**config.mk**
```make
export PLATFORM = sky130hd
export DESIGN_NAME = backbone_j_collect_fix
export DESIGN_NICKNAME = d
export VERILOG_FILES = /design/src/rtl/backbone_j_collect_fix.sv
export SDC_FILE = /design/constraint.sdc
export NUM_CORES = 2
export LEC_CHECK = 0
export CAP_MARGIN = 0
export CORE_ASPECT_RATIO = 0.8
export CORE_MARGIN = 2
export CORE_UTILIZATION = 40
export DETAILED_ROUTE_END_ITERATION = 8
export PLACE_DENSITY_LB_ADDON = 0.2
export REMOVE_ABC_BUFFERS = 1
export SETUP_SLACK_MARGIN = 0.3
export SYNTH_ARGS = -nofsm -noshare
export SYNTH_HDL_FRONTEND = slang
export SYNTH_SLANG_ARGS = --single-unit
```
**constraint.sdc**
```tcl
create_clock -name clk -period 2.5 [get_ports clk]
set_input_delay 0.5 -clock clk [delete_from_list [all_inputs] [get_ports clk]]
set_output_delay 0.5 -clock clk [all_outputs]
set_load 0.03 [all_outputs]
```
**src/rtl/backbone_j_collect_fix.sv**
```systemverilog
// Collects the raw backbone word plus J-1 streamed backbone_J quotients into one
// J-entry vector with its unsigned sum. The output is double-buffered behind a shadow copy.
module backbone_j_collect_fix #(
  parameter  int J       = 14,
  parameter  int TIMEOUT = 64,
  localparam int SUM_W   = 32 + $clog2(J),
  localparam int J_WIDTH = $clog2(J) + 1
) (
  input  logic               clk,
  input  logic               rst_n,
  input  logic [31:0]        backbone,
  input  logic               backbone_tvalid,
  input  logic [31:0]        backbone_J,
  input  logic               backbone_J_tvalid,
  output logic [J*32-1:0]    backbone_vec,
  output logic               backbone_vec_tvalid,
  output logic [SUM_W-1:0]   backbone_sum,
  output logic               busy,
  output logic               frame_err
);

  localparam int IDX_W = $clog2(J);
  localparam int WD_W  = $clog2(TIMEOUT + 1);

  localparam logic [1:0] S_IDLE    = 2'd0;
  localparam logic [1:0] S_COLLECT = 2'd1;
  localparam logic [1:0] S_DONE    = 2'd2;

  localparam logic [J_WIDTH-1:0] LAST_IDX  = J_WIDTH'(J - 1);
  localparam logic [WD_W-1:0]    TIMEOUT_C = WD_W'(TIMEOUT);

  logic [1:0]            state_q, state_d;
  logic [J_WIDTH-1:0]    idx_q, idx_d;
  logic [WD_W-1:0]       wd_q, wd_d, wd_inc;
  logic [SUM_W-1:0]      acc_q, acc_d;
  logic [J-1:0][31:0]    shadow_q, shadow_d;
  logic [J-1:0][31:0]    vec_q, vec_d;
  logic [SUM_W-1:0]      sum_q, sum_d;
  logic                  vld_q, vld_d;
  logic                  err_q, err_d;

  assign wd_inc = wd_q + WD_W'(1);

  // NOTE: every variable gets a default at the top so no path can infer a latch.
  always_comb begin
    state_d  = state_q;
    idx_d    = idx_q;
    wd_d     = wd_q;
    acc_d    = acc_q;
    shadow_d = shadow_q;
    vec_d    = vec_q;
    sum_d    = sum_q;
    vld_d    = 1'b0;
    err_d    = 1'b0;

    // DONE publishes the pre-update shadow, then behaves like IDLE for new input.
    if (state_q == S_DONE) begin
      vec_d   = shadow_q;
      sum_d   = acc_q;
      vld_d   = 1'b1;
      state_d = S_IDLE;
    end

    if (state_q == S_COLLECT) begin
      if (backbone_tvalid) begin
        shadow_d[0] = backbone;
        acc_d       = SUM_W'(backbone);
        idx_d       = J_WIDTH'(1);
        wd_d        = '0;
        err_d       = 1'b1;
      end else if (backbone_J_tvalid) begin
        shadow_d[idx_q[IDX_W-1:0]] = backbone_J;
        acc_d = acc_q + SUM_W'(backbone_J);
        wd_d  = '0;
        if (idx_q == LAST_IDX) state_d = S_DONE;
        else                   idx_d   = idx_q + J_WIDTH'(1);
      end else if (wd_inc == TIMEOUT_C) begin
        state_d = S_IDLE;
        wd_d    = '0;
        err_d   = 1'b1;
      end else begin
        wd_d = wd_inc;
      end
    end else begin
      if (backbone_tvalid) begin
        shadow_d[0] = backbone;
        acc_d       = SUM_W'(backbone);
        idx_d       = J_WIDTH'(1);
        wd_d        = '0;
        state_d     = S_COLLECT;
      end
      if (backbone_J_tvalid) err_d = 1'b1;
    end
  end

  // NOTE: the shadow and output arrays are reset too, because a zero vector after reset is observable.
  always_ff @(posedge clk or negedge rst_n) begin
    if (!rst_n) begin
      state_q  <= S_IDLE;
      idx_q    <= '0;
      wd_q     <= '0;
      acc_q    <= '0;
      shadow_q <= '0;
      vec_q    <= '0;
      sum_q    <= '0;
      vld_q    <= 1'b0;
      err_q    <= 1'b0;
    end else begin
      // NOTE: non-blocking so every register samples the pre-edge values.
      state_q  <= state_d;
      idx_q    <= idx_d;
      wd_q     <= wd_d;
      acc_q    <= acc_d;
      shadow_q <= shadow_d;
      vec_q    <= vec_d;
      sum_q    <= sum_d;
      vld_q    <= vld_d;
      err_q    <= err_d;
    end
  end

  assign backbone_vec        = vec_q;
  assign backbone_sum        = sum_q;
  assign backbone_vec_tvalid = vld_q;
  assign frame_err           = err_q;
  assign busy                = (state_q == S_COLLECT);

endmodule

```
; Yosys cells after proc, flatten, opt, wreduce, memory -nomap -nowiden
; Cells that the tools add are included.
[classes]
n_eq_ne = 5
n_bitwise = 1
magnitude_cmp = 2
reduce_logical = 6
n_addsub = 3
n_mux = 34
[op_table]
columns = cell, count
row1 = 448-bit bitwise mux, 1
row2 = 32-bit 2-to-1 mux, 5
row3 = 36-bit 2-to-1 mux, 4
row4 = 32-bit demux with 4-bit select, 1
row5 = 36-bit by 32-bit adder with 36-bit output, 1
row6 = 7-bit 2-to-1 mux, 5
row7 = 5-bit 2-to-1 mux, 5
row8 = 2-bit 2-to-1 mux, 7
row9 = 7-bit by 1-bit adder with 7-bit output (second input constant), 1
row10 = 7-bit == test (second input constant), 1
row11 = 1-bit 2-to-1 mux, 6
row12 = 3-bit AND reduction, 2
row13 = 5-bit by 1-bit adder with 5-bit output (second input constant), 1
row14 = 5-bit by 4-bit == test with 1-bit output (second input constant), 1
row15 = 4-bit by 5-bit < comparator with 1-bit output (second input constant), 1
row16 = 4-bit by 1-bit >= comparator with 1-bit output (second input constant), 1
row17 = 2-bit nonzero test, 2
row18 = 2-bit by 1-bit == test with 1-bit output (second input constant), 1
row19 = 2-bit == test (second input constant), 1
row20 = 2-bit != test (second input constant), 1
row21 = 2-bit AND reduction, 1
row22 = 1-bit logical AND, 1
row23 = 1-bit inverter, 1
[totals]
wordCells = 86
out_inout_bits = 487
reg_bits = 984

; Depth between registers and ports, before layout
[depth]
ltp_word = 8
mapped_depth = 11
ltp_nobuf = 11

; Worst setup path after synthesis
; OpenSTA, ideal clock, no wires.
[synth_path]
path_type = input port to flip-flop
from = input port backbone_J[0]
to = register acc_q[34]
arrival_ns = 2.431
cell_stages = 11
n_path_buf = 0
slack_ns = -0.056
cell_sequence = ha_1 > inv_1 > fa_1 > nand2b_1 > a21oi_1 > o311ai_1 > nand2_1 > o31a_1 > nor2_1 > o31ai_1 > mux2_2
[synth_via]
elab_chain_len = 4
[synth_lines]
columns = element, line_no
row1 = start: declaration, 13  ; input logic [31:0] backbone_J,
row2 = 36-bit by 32-bit adder with 36-bit output, 73  ; acc_d = acc_q + SUM_W'(backbone_J);
row3 = 36-bit 2-to-1 mux, 71  ; end else if (backbone_J_tvalid) begin
row4 = 36-bit 2-to-1 mux, 65  ; if (backbone_tvalid) begin
row5 = 36-bit 2-to-1 mux, 64  ; if (state_q == S_COLLECT) begin
row6 = end signal: assignment, 102  ; acc_q <= '0;
row7 = end signal: assignment, 113  ; acc_q <= acc_d;
row8 = end: declaration, 35  ; logic [SUM_W-1:0] acc_q, acc_d;
; Every way passes these cells. The select of a mux whose other input is x is not followed.
; A chain may end at the register's enable or synchronous reset.

; Final worst setup path
[layout_path]
from = register acc_q[0]
to = register acc_q[34]
[layout_via]
elab_chain_len = 4
[layout_lines]
columns = element, line_no
row1 = 36-bit by 32-bit adder with 36-bit output, 73
row2 = 36-bit 2-to-1 mux, 71
row3 = 36-bit 2-to-1 mux, 65
row4 = 36-bit 2-to-1 mux, 64
; Every way passes these cells. The select of a mux whose other input is x is not followed.

==> impl_metrics.ini <==
[run_status]
status = finished clean

[power]
ir_drop_mv = 0.504
power_density_nw_per_um2 = 735
netSwitchingPower_mw = 9.61
seq_power_share = 0.456
power.total_mw = 38.4
power_frac_comb = 0.132
power.leakage_nw = 29.6
internal-power_mw = 28.8
swShare = 0.250
clkPwrFrac = 0.411

[routing]
vias_per_cell = 4.99
num_vias = 28850
routedWlPerCell_um = 21.3
drt-initial-drc-count = 1889
totalWireLength_um = 123000
dr.pass1.iters = 5
drc_errors = 0
ant_nets = 0

[floorplanning]
start_util = 0.406
dieWidth_um = 355
ios = 555
die-area_um2 = 101000
rows = 102
coreArea_um2 = 97200
die_y_um = 285

[timing]
hold_violations = 0
rsz0062_at_grt = true
setup_viol = 0
fin_crit_sh = 0.980
fmax_mhz = 408
tightestPinTransition_ps = 992
post-route-min-period_ps = 2450
maxSlewHeadroom = 0.339
finClkSkew_ps = 16.5
slew_viol_final = 0
tns_ps = 0

[synth]
syn_inst = 3669
synthAdderAreaFrac = 0.0126
yosys.area_share.simple = 0.167
synth_edf_count = 0
synth-seq-cells = 984
yosysSeqAreaShare = 0.624
ys.warnings.count = 0
synth_cell_types = 74
syn_avg_cell_area_um2 = 10.7
ys.flop_type = dfrtp_1
synth_top_family_by_area = simple AND/OR/NAND/NOR gates
muxShareOfSynthArea = 0.118
synth_xor_area_frac = 0.00755
netlist_area_um2 = 39400
synthArstFlopShare = 1.00
synth_compound_area_frac = 0.0425

[finish]
final_common_cell = nand2_1
layout.nets = 4506
utilization = 0.538
finish.instance_area_um2 = 52300
syn_to_final_growth_pct = 32.6
drive_gt1_frac = 0.220
layout.cells.non_filler = 5779
final_cell_mix = nand2_1, dfrtp_1, dlygate4sd2_1

[critical_path]
worst_setup_path_end_kind = register
cp_max_fo = 4
cpPeakStageDelay_ps = 350
r2r_start = acc_q[0]$_DFFE_PN0P_
worstSetupPathType = reg -> reg
startpoint_type = register
worstPathRequired_ps = 3060
r2r_slack_ps = 50
crit_arrival_ps = 3010
worstRegToRegCells = 11
crit_path_cell_trace = ha_2 > inv_2 > fa_2 > nand2b_4 > a21oi_4 > o311ai_2 > nand2_1 > o31a_1 > nor2_2 > o31ai_2 > mux2_4
r2r_end = acc_q[34]$_DFFE_PN0P_
cp_slowest_cell = dfrtp_1

[place]
port_buffers = 554
gp_congestion = 0.912
dp_hpwl_um = 82200
placed_cells = 5571
dpl-instance-area_um2 = 48400

[cts]
root_buffer = clkbuf_16
cts_buffers = 99
clkTransAtPathRegs_ps = 70
clk_path_buf_depth = 3
insertion_delay_ps = 670
cts_tree = done
clock_sinks = 984
htree_levels = 3

[global_route]
grt_max_degree = 186
grt_pass1_wl_um = 186000
grt_remaining_overflow = 0
antenna_found_initial = 11
first_global_vias = 28979
track_usage = 0.242

[job]
maxCapViolations = 0

[hold_path]
min_path_type = in -> async
state kept, by name (all words and copies together) (netlist names):
signal / count
backbone_vec_tvalid: 1
backbone_sum: 36
shadow_q: 448
state_q: 2
backbone_vec: 448
wd_q: 7
frame_err: 1
acc_q: 36
idx_q: 5
worst max-delay path, delay by kind of cell (launching register included):
family / cells / cell delay (ps)
AOI/OAI and AO/OA: 4 / 740
adders and majority gates: 2 / 520
buffers and inverters: 1 / 40
DFF: 1 / 350
muxes: 1 / 320
and+or+nand+nor: 3 / 380
logic make-up after synthesis:
family	Yosys count
simple gates	1695
fa+ha+maj	39
compound gates	261
mux	413
flops	984
buf+inv	243
xor+xnor	34
metrics by stage:
stage | hold WS [ps] | worst slack (ps)
5_1_grt | 315 | -49.7
4_1_cts | 295 | 56.5
6_report | 337 | 49.0
3_5_place_dp | 415 | -963
3_3_place_gp | 417 | -945
2_1_floorplan | 204 | -19040
per-layer routing:
layer	up-vias	track usage	wire length [um]
met1	14600	0.351	57700
met3	174	0.0527	7310
met2	673	0.369	55300
met4	16	0.0583	2810
li1	13387	-	-
met5	-	0	95
Yosys cell counts, types with 16 or more instances:
library cell,number,area share
a22oi_1,35,0.0067
xnor2_1,20,0.0044
ha_1,38,0.012
nor2_1,51,0.0049
mux2_2,405,0.12
nand2_1,1556,0.15
o21ai_0,79,0.010
buf_2,32,0.0041
inv_1,18,0.0017
dfrtp_1,984,0.62
a21oi_1,61,0.0077
clkbuf_1,157,0.015
nand3_1,16,0.0020
power by group through the flow:
| stage | clock network, mW | registers [mW] | logic (mW) |
|---|---|---|---|
| finish | 15.8 | 17.5 | 5.09 |
| detailed placement | 0 | 17.8 | 4.43 |
| CTS | 16.2 | 17.5 | 4.88 |
| global placement | 0 | 17.8 | 4.38 |
| global route | 16.8 | 17.6 | 5.57 |
| floorplan | 0 | 17.6 | 2.22 |
layout make-up:
| cell class | instances | area, um^2 |
|---|---|---|
| Timing Repair Buffer | 853 | 8130 |
| Multi-Input combinational cell | 2442 | 14400 |
| Tap cell | 1300 | 1630 |
| Sequential cell | 984 | 24600 |
| Clock buffer | 128 | 2740 |
| Antenna cell | 1 | 2.50 |
| Clock inverter | 52 | 712 |
| Inverter | 19 | 78.8 |
| Fill cell | 8788 | 45000 |
how the worst max path moves through the flow:
stage | from | endpoint | cells past startpoint
floorplan | state_q[0]$_DFF_PN0_ | backbone_vec_tvalid$_DFF_PN0_ | 2
global placement | backbone_J[0] | acc_q[34]$_DFFE_PN0P_ | 12
detailed placement | backbone_J[0] | acc_q[34]$_DFFE_PN0P_ | 12
CTS | acc_q[6]$_DFFE_PN0P_ | acc_q[33]$_DFFE_PN0P_ | 10
global route | acc_q[6]$_DFFE_PN0P_ | acc_q[29]$_DFFE_PN0P_ | 10
finish | acc_q[0]$_DFFE_PN0P_ | acc_q[34]$_DFFE_PN0P_ | 11
what timing repair did:
item | in CTS | in global routing
hold endpoints to repair | 11 | 0
endpoints found under the setup margin | 514 | 221
gates cloned | 0 | 2
pin swaps | 41 | 31
gates resized for setup | 529 | 98
hold buffers | 1 | 0
buffers inserted | 19 | 5
Note: power is estimated with default switching activity, not from simulation.
